==> src/rtl/register_file_param.sv <==
// Parameterised register file: two combinational read ports, one write port,
// per-register written flags and a saturating write counter. Define
// REGFILE_BYPASS_EN to forward same-cycle write data to matching read ports.
module register_file_param #(
  parameter int unsigned WIDTH      = 8,
  parameter int unsigned ADDR_W     = 2,
  parameter logic [63:0] RESET_BASE = 64'd2,
  parameter logic [63:0] RESET_STEP = 64'd2,
  parameter bit          ZERO_REG   = 1'b0
) (
  input  logic                    clock,
  input  logic                    reset,
  input  logic [ADDR_W-1:0]       read_register1,
  input  logic [ADDR_W-1:0]       read_register2,
  input  logic                    write_enable,
  input  logic [ADDR_W-1:0]       write_register,
  input  logic [WIDTH-1:0]        write_data,
  output logic [WIDTH-1:0]        read_data1,
  output logic [WIDTH-1:0]        read_data2,
  output logic [(2**ADDR_W)-1:0]  written_mask,
  output logic [15:0]             write_count
);

  localparam int unsigned DEPTH     = 2 ** ADDR_W;
  localparam logic [15:0] COUNT_MAX = 16'hFFFF;

  logic [WIDTH-1:0] regs [DEPTH];
  logic             write_accept;

  // Reset value wraps modulo 2**64 and is then truncated to the word width.
  function automatic logic [WIDTH-1:0] reset_value(input int unsigned idx);
    logic [63:0] v;
    v = RESET_BASE + 64'(idx) * RESET_STEP;
    return v[WIDTH-1:0];
  endfunction

  // Writes to a hardwired-zero register 0 are dropped entirely.
  always_comb begin
    write_accept = write_enable && !reset;
    if (ZERO_REG && (write_register == '0)) write_accept = 1'b0;
  end

  always_ff @(posedge clock) begin
    if (reset) begin
      for (int unsigned i = 0; i < DEPTH; i++) regs[i] <= reset_value(i);
    end else if (write_accept) begin
      regs[write_register] <= write_data;
    end
  end

  always_ff @(posedge clock) begin
    if (reset) begin
      written_mask <= '0;
      write_count  <= '0;
    end else if (write_accept) begin
      written_mask[write_register] <= 1'b1;
      if (write_count != COUNT_MAX) write_count <= write_count + 16'd1;
    end
  end

  always_comb begin
    read_data1 = regs[read_register1];
`ifdef REGFILE_BYPASS_EN
    if (write_accept && (read_register1 == write_register)) read_data1 = write_data;
`endif
    if (ZERO_REG && (read_register1 == '0)) read_data1 = '0;
  end

  always_comb begin
    read_data2 = regs[read_register2];
`ifdef REGFILE_BYPASS_EN
    if (write_accept && (read_register2 == write_register)) read_data2 = write_data;
`endif
    if (ZERO_REG && (read_register2 == '0)) read_data2 = '0;
  end

endmodule

==> config.mk <==
export PLATFORM = sky130hd
export DESIGN_NAME = register_file_param
export DESIGN_NICKNAME = d
export VERILOG_FILES = /design/src/rtl/register_file_param.sv
export SDC_FILE = /design/constraint.sdc
export NUM_CORES = 1
export LEC_CHECK = 0
export BUFFER_PORTS_ARGS = -buffer_cell sky130_fd_sc_hd__buf_2
export CORE_ASPECT_RATIO = 1.4
export CORE_MARGIN = 4
export CORE_UTILIZATION = 45
export CTS_BUF_LIST = sky130_fd_sc_hd__clkbuf_4 sky130_fd_sc_hd__clkbuf_8 sky130_fd_sc_hd__clkbuf_16
export DETAILED_ROUTE_END_ITERATION = 8
export PLACE_DENSITY = 0.68
export SYNTH_ARGS = -nofsm -noshare
export SYNTH_HDL_FRONTEND = slang
export SYNTH_SLANG_ARGS = --single-unit
==> constraint.sdc <==
create_clock -name clock -period 2.75 [get_ports clock]
set_clock_uncertainty 0.05 [all_clocks]
set_input_delay 0.55 -clock clock [delete_from_list [all_inputs] [get_ports clock]]
set_output_delay 0.55 -clock clock [all_outputs]
set_load 0.05 [all_outputs]
* Word level (Yosys, flattened, before mapping)
Memories as Yosys holds them, arrays and structs flattened.
Index checks and enable logic that the tools add are counted.
** Word-level totals
- Register bits :: 20
- Latch bits :: 0
- Memory bits (writable) :: 32
- Bits in read-only memories :: 0
- Bits of input ports :: 17
- Word-level logic and storage cells :: 23
- Memories :: 1
** Memory list
- regs :: words 4, width 8, read ports 2, clocked after Yosys merged registers in 0, wr ports 4, line 27 : logic [WIDTH-1:0] regs [DEPTH];
** Cells by class
- $add $sub $neg :: 1
- Multipliers :: 0
- Divide/modulo/power cells :: 0
- Order comparisons :: 2
- Equality and inequality tests :: 1
- Shift operators :: 0
- Multiplexer cells :: 10
- Bitwise operators :: 1
- Reductions and logical operators :: 5
** Operators by type and width (number)
- adder 16 x 1 -> 16 bit, second input constant :: 1
- inequality test 16 bit, second input constant :: 1
- two-way mux 8 bit :: 1
- OR reduction 8 bit :: 1
- two-way mux 1 bit :: 7
- bitwise OR 4 bit :: 1
- less-than comparator 2 x 3 -> 1 bit, second input constant :: 1
- demux 1 bit (select 2 bit) :: 1
- >= comparator 2 x 1 -> 1 bit, second input constant :: 1
- logical AND 1 bit :: 2
- two-way mux 2 bit :: 1
- AND reduction 2 bit :: 1
- logical NOT 1 bit :: 1

* Logic depth before layout (Yosys ltp)
- Word-level depth :: 7
- Gate-level depth with buffers :: 6
- Depth with buffers taken out :: 5

* Least setup slack after synthesis
Ideal clock, no wire load.
- Path kind :: register to register
- Start point :: register write_count[0]
- End point :: register write_count[1]
- Setup time :: 0.123 ns
- Data arrival time :: 2.100 ns
- Slack :: 0.477 ns
- Cell stages (with the launch flop) :: 6
- Buffers on the path :: 0
- Cell sequence :: dfxtp_1 ha_1 inv_1 or4_4 o21ai_2 mux2_1
** Between the ends
- Longest elaborated chain between the ends :: 2
- Elaborated cells on any way between the ends :: 3
** Ends and longest elaborated chain
- start, declared :: line 21 : output logic [15:0] write_count
- start signal, assigned :: line 57 : if (write_count != COUNT_MAX) write_count <= write_count + 16'd1;
- branches (longest 2 deep; another with adder 16 x 1 -> 16 bit)
Several ways; the timed one is not identified.
A chain may end at the register's enable or synchronous reset.

* Worst setup path in the final report
- Start point :: input port read_register2[0]
- End point :: output port read_data2[4]
** Between the ends
- Longest elaborated chain between the ends :: 1
** Ends and longest elaborated chain
- start, declared :: line 14 : input logic [ADDR_W-1:0] read_register2,
- memory read (4 x 8 bit)
- end, declared :: line 19 : output logic [WIDTH-1:0] read_data2,
No other way between the ends.

==> flow_metrics.py <==
metrics = {
    "status": {
        "status": "complete, no violations",
    },
    "critical_path": {
        "r2r_slack_ns": 0.71,
        "cp.required_ns": 2.15,
        "worstPathMaxFanout": 8,
        "worstPathCellList": "buf_2 > mux4_2 > buf_2",
        "critPathArrivalTime_ns": 1.59,
        "endpoint_kind": "output port",
        "path_common_cell": "buf_2",
        "max_stage_delay_ns": 0.55,
        "r2r_start": "write_count[0]",
        "cp-start-kind": "input port",
        "crit_slowest_cell": "mux4_2",
        "critPathKind": "in -> out",
        "reg2reg_to": "write_count[15]",
        "rr_worst_depth": 6,
    },
    "timing": {
        "fmax_mhz": 456.7,
        "slew_violations": 0,
        "maxSlewHeadroom": 0.6364,
        "period_share": 0.7962,
        "hold_violations": 0,
        "setup_tns_ns": 0,
        "rsz0062_at_grt": "no",
        "worst_pin_slew_ns": 0.5409,
        "period_minus_slack_ns": 2.189,
        "finalSetupViolations": 0,
    },
    "route": {
        "drt_iter0_markers": 136,
        "post-route-drc-count": 0,
        "wl_per_cell_um": 16.29,
        "num_vias": 1808,
        "viasPerCell": 5.512,
        "dr.pass1.iters": 4,
        "drt_wl_total_um": 5342,
        "ant_nets": 0,
    },
    "hold_path": {
        "worstHoldEndpoint": "written_mask[3]",
        "hp-start": "written_mask[3]",
        "hold_class": "reg -> reg",
        "hold_path_depth": 2,
    },
    "floorplanning": {
        "fp.dieW_um": 72.03,
        "rows": 32,
        "die_h_um": 97.64,
        "die_area_mm2": 0.007032,
        "ios": 53,
        "design.core.area_mm2": 0.005525,
        "initial_core_util": 0.4674,
    },
    "pwr": {
        "clkPwrFrac": 0.270,
        "leakagePower_nw": 1.182,
        "power.switching_mw": 0.4815,
        "vdd_drop_max_mv": 0.3194,
        "pwr-share-seq": 0.544,
        "swShare": 0.2934,
        "power_density_mw_per_mm2": 541.1,
        "combPwrFrac": 0.185,
        "power.total_mw": 1.641,
        "p_int_mw": 1.160,
    },
    "cts": {
        "ctsHoldBuffers": 0,
        "cts_buffers": 5,
        "cts.clk_slew.worst_paths_ns": 0.09,
        "ctsResizeCount": 0,
        "clockBufferDepth": 2,
        "clock_latency_ns": 0.31,
        "htreeDepth": 2,
        "root_buffer": "clkbuf_8",
        "post_cts_buffers": 0,
        "cts_sinks": 52,
        "cts_tree": "yes",
    },
    "cells_and_area": {
        "diodes": 0,
        "fillers": 496,
        "nets": 277,
        "syn_to_final_growth_pct": 17.44,
        "seq_area_mm2": 0.001361,
        "drive_above_1_share": 0.3654,
        "multi_input_area_mm2": 0.001162,
    },
    "synth": {
        "syn_nets": 219,
        "ys_seq_area_frac": 0.5271,
        "yosysWarnings": 0,
        "synth.distinct_cells": 43,
        "netlist_area_mm2": 0.002582,
        "syn_inst": 201,
        "synth-seq-cells": 52,
        "syn_avg_cell_area_um2": 12.85,
    },
    "global_routing": {
        "grt_first_pass_wirelength_um": 8783,
        "grt_max_degree": 21,
        "grt_usage": 0.1604,
        "grt_pass1_vias": 1793,
        "grt_antenna_before_repair": 0,
        "gr-total-overflow": 0,
    },
    "place": {
        "portBuffers": 52,
        "place_hpwl_um": 4001,
        "place.gp.congestion": 0.7501,
    },
    "job": {
        "maxCapViolations": 0,
    },
}
-- worst max-delay path by stage --
stage | start | endpoint | slack, ns | cells past startpoint
CTS | read_register2[0] | read_data2[4] | 0.54 | 3
detailed placement | read_register2[0] | read_data2[4] | 0.54 | 3
floorplan | write_count[0] | write_count[1] | 0.48 | 5
finish | read_register2[0] | read_data2[4] | 0.56 | 3
global route | read_register2[0] | read_data2[5] | 0.49 | 3
global placement | read_register1[0] | read_data1[4] | 0.55 | 3
-- cells by family after synthesis --
kind of cell / Yosys count / synth area share
fa+ha+maj: 1 / 0.004844
mux: 24 / 0.1725
simple gates: 88 / 0.2103
compound gates: 23 / 0.06251
flops: 52 / 0.5271
buf+inv: 13 / 0.02277
-- layout make-up --
cell class | instances | share of cell area
flip-flops and latches | 52 | 0.4488
clock buffers | 6 | 0.02517
clock inverters | 2 | 0.005363
multi-input cells | 136 | 0.3832
well taps | 68 | 0.02805
repair buffers | 59 | 0.1031
inverters | 5 | 0.006188
-- critical path: cells and delay by family --
| kind | cells | cell delay (ns) |
|---|---|---|
| muxes | 1 | 0.55 |
| buffers and inverters | 2 | 0.49 |
-- flip-flops by register name, summed over array words and instances, names as in the netlist --
name          flops
regs             32
write_count      16
written_mask      4
-- stage by stage --
stage	cells	hold WS, ns	instance area [um2]	setup slack [ns]	util
2_1_floorplan	201	0.6137	2582	0.4767	-
3_3_place_gp	320	0.3792	2940	0.5482	0.5322
3_5_place_dp	320	0.3856	2940	0.5389	0.5322
4_1_cts	328	0.4033	3033	0.5380	0.5489
5_1_grt	328	0.4426	3033	0.4882	0.5489
6_report	328	0.4056	3033	0.5605	0.5489
-- cells in the final DEF, fill, tap and decap left out, drive strengths merged, types with 2 or more instances in the layout --
| cell | instances |
|---|---|
| clkbuf | 6 |
| buf | 59 |
| edfxtp | 32 |
| nand4 | 5 |
| nand2b | 6 |
| nand3 | 4 |
| mux4 | 16 |
| nor2 | 7 |
| o21ai | 3 |
| o41ai | 2 |
| inv | 4 |
| mux2i | 4 |
| mux2 | 4 |
| nor3b | 2 |
| nor2b | 4 |
| or4 | 5 |
| o311ai | 2 |
| nor3 | 2 |
| and2 | 31 |
| dfxtp | 20 |
| nor4 | 3 |
| nand2 | 12 |
| o31ai | 4 |
| clkinv | 2 |
| and4 | 2 |
| or2 | 4 |
| a21oi | 8 |
-- power by group through the flow --
stage | Sequential (mW) | Combinational, mW | Clock [mW]
floorplan | 0.928 | 0.212 | 0
global placement | 0.908 | 0.305 | 0
detailed placement | 0.912 | 0.309 | 0
CTS | 0.893 | 0.309 | 0.456
global route | 0.899 | 0.323 | 0.493
finish | 0.893 | 0.304 | 0.444
-- cells in the mapped netlist (all sizes together) --
master | count | area share
a21o | 1 | 0.0029
mux4 | 16 | 0.14
nor2 | 7 | 0.010
nor3b | 2 | 0.0058
nor2b | 4 | 0.0097
o2111ai | 1 | 0.0034
clkbuf | 3 | 0.0044
nor3 | 2 | 0.0039
inv | 4 | 0.0058
o211ai | 1 | 0.0029
mux2i | 4 | 0.016
and4 | 2 | 0.0078
nand4 | 5 | 0.018
and2b | 1 | 0.0029
or2 | 4 | 0.0097
nor4 | 3 | 0.0097
nand3 | 4 | 0.0097
a21oi | 8 | 0.017
mux2 | 4 | 0.017
nand2b | 6 | 0.015
o311ai | 2 | 0.0068
dfxtp | 20 | 0.16
clkinv | 1 | 0.0015
o41ai | 2 | 0.0068
o31ai | 4 | 0.012
edfxtp | 32 | 0.37
and2 | 31 | 0.075
or4 | 5 | 0.016
nand2 | 12 | 0.017
o211a | 1 | 0.0039
ha | 1 | 0.0048
buf | 5 | 0.011
o21ai | 3 | 0.0073
-- layer usage --
| metal | vias to the layer above | GRT usage | routed length, um |
|---|---|---|---|
| met5 | - | 0 | 0 |
| met4 | 0 | 0.04052 | 58 |
| met3 | 5 | 0.03830 | 277 |
| met2 | 45 | 0.2890 | 2916 |
| met1 | 883 | 0.1870 | 2090 |
| li1 | 875 | - | - |
Power figures use the tool's default switching activity.
